### src/rtl/bipartite_pkg.sv
// bipartite_pkg: shared FSM state, index-width clamp and edge/mask helpers for the route scheduler
package bipartite_pkg;
   typedef enum logic [1:0] {IDLE, OPEN, FLUSH} state_t;
   localparam int MAX_EDGES = 1024;
   typedef logic [MAX_EDGES-1:0] edge_mask_t;
   function automatic int idx_w(input int n);
      return n > 1 ? $clog2(n) : 1;
   endfunction
   function automatic int edge_idx(input int src, input int dst, input int n_out);
      return src * n_out + dst;
   endfunction
   // whole row of a source; an out-of-range source yields an empty mask
   function automatic edge_mask_t bcast_mask(input int src, input int n_in, input int n_out);
      return src < n_in ? ((edge_mask_t'(1) << n_out) - edge_mask_t'(1)) << edge_idx(src, 0, n_out) : '0;
   endfunction
endpackage

### src/rtl/bipartite_route_scheduler_counter.sv
// sat_down_counter: loadable down counter that saturates at zero
module sat_down_counter #(
   parameter int W = 8
) (
   input  logic         clk,
   input  logic         rst_n,
   input  logic         load,
   input  logic         dec,
   input  logic [W-1:0] load_val,
   output logic [W-1:0] count,
   output logic         zero
);
   assign zero = count == '0;
   always_ff @(posedge clk)
      if (!rst_n) count <= '0;
      else if (load) count <= load_val;
      else if (dec && !zero) count <= count - W'(1);
endmodule

### src/rtl/bipartite_route_scheduler.sv
// bipartite_route_scheduler: opens one bipartite edge (or a source's whole row) per request for a dwell, then flushes
module bipartite_route_scheduler
   import bipartite_pkg::*;
#(
   parameter int N_IN         = 4,
   parameter int N_OUT        = 4,
   parameter int DWELL_W      = 8,
   parameter int FLUSH_CYCLES = 4,
   parameter int SRC_W        = idx_w(N_IN),
   parameter int DST_W        = idx_w(N_OUT)
) (
   input  logic                   clk,
   input  logic                   rst_n,
   input  logic                   req_valid,
   output logic                   req_ready,
   input  logic [SRC_W-1:0]       req_src,
   input  logic [DST_W-1:0]       req_dst,
   input  logic                   req_bcast,
   input  logic [DWELL_W-1:0]     req_dwell,
   input  logic                   abort,
   output logic [N_IN*N_OUT-1:0]  valve_en,
   output logic                   busy,
   output logic                   done_valid,
   output logic [SRC_W-1:0]       done_src,
   output logic [DST_W-1:0]       done_dst,
   output logic                   done_aborted,
   output logic                   err
);
   localparam int E  = N_IN * N_OUT;
   localparam int FW = idx_w(FLUSH_CYCLES + 1);
   state_t             state, state_d;
   logic [SRC_W-1:0]   src_q, src_d;
   logic [DST_W-1:0]   dst_q, dst_d;
   logic               bcast_q, bcast_d, aborted_q;
   logic [DWELL_W-1:0] dwell_cnt;
   logic [FW-1:0]      flush_cnt;
   logic               dwell_zero, flush_zero;
   logic               accept, in_range, take, abort_hit, last_open, last_flush, done_d;
   logic [E-1:0]       valve_d;

   assign req_ready  = state == IDLE && rst_n;
   assign accept     = req_valid && req_ready;
   assign in_range   = int'(req_src) < N_IN && (req_bcast || int'(req_dst) < N_OUT);
   assign take       = accept && in_range;
   assign abort_hit  = state == OPEN && abort;
   assign last_open  = state == OPEN && (abort || dwell_zero || dwell_cnt == DWELL_W'(1));
   assign last_flush = state == FLUSH && (flush_zero || flush_cnt == FW'(1));

   sat_down_counter #(.W(DWELL_W)) u_dwell (
      .clk      (clk),
      .rst_n    (rst_n),
      .load     (take),
      .dec      (state == OPEN),
      .load_val (req_dwell == '0 ? DWELL_W'(1) : req_dwell),
      .count    (dwell_cnt),
      .zero     (dwell_zero)
   );

   sat_down_counter #(.W(FW)) u_flush (
      .clk      (clk),
      .rst_n    (rst_n),
      .load     (last_open),
      .dec      (state == FLUSH),
      .load_val (FW'(FLUSH_CYCLES)),
      .count    (flush_cnt),
      .zero     (flush_zero)
   );

   always_ff @(posedge clk)
      if (!rst_n) state <= IDLE;
      else state <= state_d;

   always_comb begin
      state_d = state;
      unique case (state)
         IDLE:    state_d = take ? OPEN : IDLE;
         OPEN:    state_d = !last_open ? OPEN : FLUSH_CYCLES > 0 ? FLUSH : IDLE;
         FLUSH:   state_d = last_flush ? IDLE : FLUSH;
         default: state_d = IDLE;
      endcase
   end

   // valves follow the next state so they switch on the edge after accept with no input-to-output path
   always_comb begin
      src_d   = take ? req_src : src_q;
      dst_d   = take ? (req_bcast ? '0 : req_dst) : dst_q;
      bcast_d = take ? req_bcast : bcast_q;
      done_d  = last_flush || (last_open && FLUSH_CYCLES == 0);
      valve_d = state_d != OPEN ? '0
              : bcast_d ? E'(bcast_mask(int'(src_d), N_IN, N_OUT))
              : E'(1) << edge_idx(int'(src_d), int'(dst_d), N_OUT);
   end

   always_ff @(posedge clk)
      if (!rst_n) begin
         src_q        <= '0;
         dst_q        <= '0;
         bcast_q      <= 1'b0;
         aborted_q    <= 1'b0;
         valve_en     <= '0;
         busy         <= 1'b0;
         done_valid   <= 1'b0;
         done_src     <= '0;
         done_dst     <= '0;
         done_aborted <= 1'b0;
         err          <= 1'b0;
      end else begin
         src_q      <= src_d;
         dst_q      <= dst_d;
         bcast_q    <= bcast_d;
         aborted_q  <= take ? 1'b0 : aborted_q || abort_hit;
         valve_en   <= valve_d;
         busy       <= state_d != IDLE;
         done_valid <= done_d;
         err        <= accept && !in_range;
         if (done_d) begin
            done_src     <= src_q;
            done_dst     <= dst_q;
            done_aborted <= aborted_q || abort_hit;
         end
      end
endmodule

### config.mk
export PLATFORM = sky130hd
export DESIGN_NAME = bipartite_route_scheduler
export DESIGN_NICKNAME = d
export VERILOG_FILES = /design/src/rtl/bipartite_pkg.sv /design/src/rtl/bipartite_route_scheduler_counter.sv /design/src/rtl/bipartite_route_scheduler.sv
export SDC_FILE = /design/constraint.sdc
export NUM_CORES = 1
export LEC_CHECK = 0
export CAP_MARGIN = 20
export CORE_UTILIZATION = 51
export CTS_CLUSTER_SIZE = 20
export DETAILED_ROUTE_END_ITERATION = 10
export DONT_BUFFER_PORTS = 1
export PLACE_DENSITY = 0.66
export SYNTH_ARGS = -nofsm -noshare
export SYNTH_HDL_FRONTEND = slang
export SYNTH_SLANG_ARGS = --single-unit
### constraint.sdc
create_clock -name clk -period 5 [get_ports clk]
set_input_delay 1 -clock clk [delete_from_list [all_inputs] [get_ports clk]]
set_output_delay 1 -clock clk [all_outputs]
set_load 0.005 [all_outputs]
==> impl_metrics.env, run 1 <==
export IMPL_power_w=0.000809
export IMPL_setup_viol=0
export IMPL_drt_initial_drc_count=112
export IMPL_grt_pass1_vias=1460
export IMPL_nFillCells=328
export IMPL_diodes=0
export IMPL_gp_congestion=0.788
export IMPL_grt_pass1_wl_mm=6.60
export IMPL_ys_ff_latch=42
export IMPL_die_w_um=64.0
export IMPL_period_share=0.499
export IMPL_dieArea_um2=4090
export IMPL_netlist_area_um2=1960
export IMPL_track_usage=0.210
export IMPL_synth_area_leaders="dfxtp_1 (43%), nor2_1 (4.8%), mux2i_1 (4.6%)"
export IMPL_peakVddDrop_v=0.000136
export IMPL_clkSinkCount=42
export IMPL_timing_hold_violations_final=0
export IMPL_synth_edff_count=0
export IMPL_synth_top_cell_by_area="dfxtp_1"
export IMPL_clockBufferDepth=2
export IMPL_yosysWarnings=0
export IMPL_synthToLayoutAreaGrowth_pct=8.17
export IMPL_fin_crit_ps=2490
export IMPL_crit_arrival_ps=2690
export IMPL_regArea_um2=841
export IMPL_root_buffer="clkbuf_8"
export IMPL_finalClockSkew_ps=4.64
export IMPL_vias=1512
export IMPL_netlist_instances=206
export IMPL_slowest_delay_ps=680
export IMPL_critPathLaunchType="input pin"
export IMPL_numPortBuffers=0
export IMPL_totalWireLength_mm=4.04
export IMPL_synth_top_area_share=0.429
export IMPL_post_synth_cell_area_avg_um2=9.51
export IMPL_antenna_found_initial=0
export IMPL_ioPinCount=42
export IMPL_worstSetupStartpoint="rst_n"
export IMPL_synth_seq_area_share=0.429
export IMPL_yosysMostFrequentCell="dfxtp_1"
export IMPL_cp_required_ps=5200
export IMPL_path_max_fanout=30
export IMPL_via_per_inst=5.95
export IMPL_slowest_stage="nor4bb_2"
export IMPL_nets=227
export IMPL_drcViolationCount=0
export IMPL_worst_pin_slew_ps=856
export IMPL_worstReg2RegStart="state[0]$_SDFF_PN0_"
export IMPL_firstDrtPassIters=4
export IMPL_post_cts_setup_buffers=0
export IMPL_cts_tree="done"
export IMPL_crit_buf_inv=1
export IMPL_cap_viol_max_count=0
export IMPL_yosys_top_cells_count="dfxtp_1 (42), nor2_1 (25), a21oi_1 (10)"
export IMPL_synth_nets=228
export IMPL_core_um2=3660
export IMPL_dp_hpwl_mm=2.94
export IMPL_ant_nets=0
export IMPL_fmax_mhz=401
export IMPL_leakage_nw=0.786
export IMPL_cts_buffers=5
export IMPL_hold_path_startpoint="aborted_q$_SDFF_PP0_"
export IMPL_htreeDepth=2
export IMPL_die_y_um=64.0
export IMPL_end_kind="flip-flop"
export IMPL_tns_ps=0
export IMPL_drv_slew=0
export IMPL_r2r_slack_ps=2660
export IMPL_rsz0062_at_grt="false"
export IMPL_ys_flop_type="dfxtp_1"
export IMPL_grt_max_degree=31
export IMPL_cp_cell_sequence="nor4bb_2, buf_4, mux2i_1, nand3_1, nor3_1"
export IMPL_start_util=0.535
export IMPL_powerDensity_nw_per_um2=381
export IMPL_async_flop_share=0
export IMPL_status="finished, final reports clean"
export IMPL_wl_per_cell_um=15.9
export IMPL_cts_resized=0
export IMPL_ys_types=49
export IMPL_multi_input_area_um2=1050
export IMPL_cts_hold_buffers_added=0
export IMPL_relSlewSlack=0.426
export IMPL_drive_gt1_frac=0.112
export IMPL_clock_latency_ps=290
export IMPL_path_clk_slew_ps=80
export IMPL_hp_class="reg -> reg"
export IMPL_cp_top_family="simple AND/OR/NAND/NOR gates"
export IMPL_grt_remaining_overflow=0
export IMPL_timing_setup_critical_path_class="in -> reg"
export IMPL_num_rows=22
==> worst register-to-register path: cells and delay by family, from the launching register on <==
family | cells | cell delay (ps)
DFF | 1 | 410
muxes | 1 | 630
and+or+nand+nor | 2 | 900
AOI/OAI and AO/OA | 1 | 280
==> cell families (layout without fill, tap and decap cells) <==
group | count (synthesis) | in the layout | synth area share
simple gates | 74 | 74 | 0.211
compound gates | 50 | 50 | 0.194
flops | 42 | 42 | 0.429
buf+inv | 16 | 16 | 0.0396
mux | 14 | 14 | 0.0747
fa+ha+maj | 5 | 5 | 0.0319
xor+xnor | 4 | 4 | 0.0179
other cells | 1 | 1 | 0.00191
==> registers in the layout, indices dropped and copies added (netlist names) <==
| name | flops |
|---|---|
| state | 2 |
| done_src | 2 |
| valve_en | 16 |
| done_valid | 1 |
| busy | 1 |
| aborted_q | 1 |
| bcast_q | 1 |
| done_aborted | 1 |
| u_dwell.count | 8 |
| dst_q | 2 |
| done_dst | 2 |
| src_q | 2 |
| u_flush.count | 3 |
==> metrics by stage <==
step / hold slack (ps) / instances / worst slack (ps) / utilization / instance area (um^2)
finish: 516 / 254 / 2510 / 0.579 / 2120
detailed placement: 496 / 246 / 2210 / 0.541 / 1980
global placement: 463 / 246 / 2230 / 0.541 / 1980
floorplan: 439 / 206 / 2580 / - / 1960
CTS: 518 / 254 / 2490 / 0.579 / 2120
global route: 541 / 254 / 2370 / 0.579 / 2120
==> path summary, 6_finish.rpt <==
path	end	cells past startpoint
worst max register to register	valve_en[1]$_SDFF_PP0_	4
worst min-delay path	aborted_q$_SDFF_PP0_	2
worst min register to register	aborted_q$_SDFF_PP0_	2
worst max-delay path	valve_en[10]$_SDFF_PP0_	5
==> area by class of cell <==
type | instances | area share
inverter | 7 | 0.0124
sequential | 42 | 0.397
timing repair buffer | 1 | 0.00354
tap | 48 | 0.0283
multi-input combinational | 148 | 0.494
clock inverter | 3 | 0.0325
clock buffer | 5 | 0.0325
==> metal layers <==
layer	routed length, um	GRT usage
met3	231	0.0500
met1	1700	0.244
met4	82	0.0852
met2	2020	0.366
met5	0	0
==> cell usage in the layout (no fill, tap or decap), types with 3 or more instances in the layout <==
master    netlist  final
dfxtp_1        42     42
nor2_1         25     25
a21oi_1        10     10
mux2i_1         9      9
nand2_1         9      9
inv_1           7      7
o211ai_1        7      7
nor2b_1         6      6
mux2_2          5      5
and2_1          5      5
nor3_1          5      5
ha_1            5      5
clkbuf_8        0      5
nand2b_1        4      4
o21ai_0         4      4
a21boi_0        4      4
xnor2_1         4      4
nand3b_1        3      3
o211a_1         3      3
o21a_1          3      3
and3_1          3      3
a211o_1         3      3
==> report_power, final <==
part           leakage (nW)  switching (W)  internal, W
sequential            0.341      0.0000187     0.000351
combinational         0.376      0.0000651    0.0000540
clock                0.0683       0.000120     0.000200
total                 0.786       0.000204     0.000605
Note: power is estimated with default switching activity, not from simulation.
==> inputs of run 2 (changes only) <==
--- a/config.mk
+++ b/config.mk
@@ -10,7 +10,7 @@
 export CTS_CLUSTER_SIZE = 20
 export DETAILED_ROUTE_END_ITERATION = 10
 export DONT_BUFFER_PORTS = 1
-export PLACE_DENSITY = 0.66
+export PLACE_DENSITY = 0.69
 export SYNTH_ARGS = -nofsm -noshare
 export SYNTH_HDL_FRONTEND = slang
 export SYNTH_SLANG_ARGS = --single-unit
==> constraint.sdc (replaced) <==
create_clock -name clk -period 2.1 [get_ports clk]
set_input_delay 0.42 -clock clk [delete_from_list [all_inputs] [get_ports clk]]
set_output_delay 0.42 -clock clk [all_outputs]
set_load 0.005 [all_outputs]
==> run 2 against run 1 <==
  * Wire length up 4.3%
  * Register-to-register slack worse by 2400 ps
  * Die area stayed put
  * Sequential power rose by 140%
  * Critical path type is now reg -> reg
  * Largest power group unchanged
==> impl_metrics.env, run 2 (synthesized netlist as in run 1, its figures left out) <==
export IMPL_timing_setup_critical_path_class="reg -> reg"
export IMPL_top_regs="valve_en (16), u_dwell.count (8), u_flush.count (3)"
export IMPL_die_y_um=64.0
export IMPL_relSlewSlack=0.613
export IMPL_gp_congestion=0.885
export IMPL_end_kind="flip-flop"
export IMPL_wl_per_cell_um=16.3
export IMPL_nFillCells=325
export IMPL_drcViolationCount=0
export IMPL_cts_resized=0
export IMPL_layout_common_cells="dfxtp_1 (42), nor2_1 (25), a21oi_1 (10), mux2i_1 (9), nand2_1 (9)"
export IMPL_diodes=0
export IMPL_num_rows=22
export IMPL_clock_latency_ps=290
export IMPL_post_place_ws_ps=238
export IMPL_use_met1=0.240
export IMPL_path_clk_slew_ps=80
export IMPL_via_per_inst=5.87
export IMPL_drv_slew=0
export IMPL_slowest_stage="or3b_4"
export IMPL_setup_viol=0
export IMPL_clockBufferDepth=2
export IMPL_critPathLaunchType="flip-flop"
export IMPL_multi_input_area_um2=1050
export IMPL_fmax_mhz=533
export IMPL_cp_required_ps=2300
export IMPL_ioPinCount=42
export IMPL_finalNonFillerCells=259
export IMPL_peakVddDrop_v=0.000605
export IMPL_path_max_fanout=4
export IMPL_numPortBuffers=0
export IMPL_cts_hold_buffers_added=0
export IMPL_clkSinkCount=42
export IMPL_largest_reg_flops=16
export IMPL_root_buffer="clkbuf_8"
export IMPL_final_common_cell="dfxtp_1"
export IMPL_antenna_found_initial=0
export IMPL_met3_usage=0.0786
export IMPL_finalClockSkew_ps=8.01
export IMPL_dp_cells=251
export IMPL_dp_hpwl_mm=3.09
export IMPL_nets=232
export IMPL_leakage_nw=0.792
export IMPL_core_um2=3660
export IMPL_grt_max_degree=31
export IMPL_track_usage=0.226
export IMPL_grt_remaining_overflow=0
export IMPL_post_cts_setup_buffers=0
export IMPL_use_met2=0.403
export IMPL_post_route_util=0.582
export IMPL_synthToLayoutAreaGrowth_pct=8.68
export IMPL_start_util=0.535
export IMPL_dieArea_um2=4090
export IMPL_drive_gt1_frac=0.128
export IMPL_cp_cell_sequence="inv_1, ha_1, or3b_4, o41a_4, a22o_2, o21a_1"
export IMPL_crit_arrival_ps=2070
export IMPL_worst_pin_slew_ps=579
export IMPL_powerDensity_nw_per_um2=854
export IMPL_status="finished, final reports clean"
export IMPL_htreeDepth=2
export IMPL_cts_buffers=5
export IMPL_timing_hold_violations_final=0
export IMPL_slowest_delay_ps=410
export IMPL_top_usage_layer="met2"
export IMPL_fin_crit_ps=1880
export IMPL_ant_nets=0
export IMPL_vias=1521
export IMPL_drt_initial_drc_count=59
export IMPL_tns_ps=0
export IMPL_cap_viol_max_count=0
export IMPL_grt_pass1_wl_mm=7.08
export IMPL_regArea_um2=841
export IMPL_period_share=0.893
export IMPL_finalWorstSetupSlack_ps=225
export IMPL_hp_class="in -> reg"
export IMPL_grt_pass1_vias=1547
export IMPL_die_w_um=64.0
export IMPL_totalWireLength_mm=4.22
export IMPL_top_register="valve_en"
export IMPL_rsz0062_at_grt="false"
export IMPL_cts_tree="done"
export IMPL_firstDrtPassIters=4
run 2: cell types whose count changed in the layout (fill, tap and decap cells not counted), sizes merged:
cell | previous run | this run
buf | 1 | 6
bufinv | 2 | 1
clkbuf | 5 | 6
clkinv | 1 | 0
clkinvlp | 0 | 1
run 2: final cells by class:
type                       count  share of cell area
sequential                    42               0.395
multi-input combinational    148               0.492
clock buffer                   6              0.0341
timing repair buffer           6              0.0212
clock inverter                 2              0.0176
inverter                       7              0.0123
tap                           48              0.0282
run 2: metal layers:
layer | vias to the layer above | routed length (um) | share of wire
li1 | 741 | - | -
met5 | - | 0 | 0
met4 | 0 | 70 | 0.017
met2 | 56 | 2140 | 0.51
met1 | 714 | 1700 | 0.40
met3 | 10 | 312 | 0.074
run 2: critical path, delay by kind of cell, from the launching register on:
family	cells	cell delay, ps
AND/OR/NAND/NOR	1	410
AO/OA/AOI/OAI	3	770
adder cells (fa/ha/maj)	1	170
flip-flops	1	330
buffers and inverters	1	100
run 2: worst paths after layout:
kind / startpoint / endpoint / slack [ps] / depth (start not counted)
setup reg to reg: u_dwell.count[1]$_SDFFE_PN0P_ / u_dwell.count[1]$_SDFFE_PN0P_ / 220 / 6
hold reg to reg: aborted_q$_SDFF_PP0_ / aborted_q$_SDFF_PP0_ / 530 / 2
hold / removal: rst_n / u_dwell.count[1]$_SDFFE_PN0P_ / 240 / 1
setup / recovery: u_dwell.count[1]$_SDFFE_PN0P_ / u_dwell.count[1]$_SDFFE_PN0P_ / 220 / 6
run 2: metrics by stage:
step / power [W] / cell area (um^2) / hold WS, ps
2_1_floorplan: 0.00113 / 1960 / 439
3_3_place_gp: 0.00119 / 2020 / 464
3_5_place_dp: 0.00120 / 2020 / 513
4_1_cts: 0.00183 / 2130 / 237
5_1_grt: 0.00191 / 2130 / 229
6_report: 0.00182 / 2130 / 239
run 2: power by group:
part | leakage (nW) | internal, W | switching [W]
logic | 0.399 | 0.000144 | 0.000166
clock network | 0.0514 | 0.000355 | 0.000273
registers | 0.341 | 0.000835 | 0.0000446
total | 0.792 | 0.00133 | 0.000484
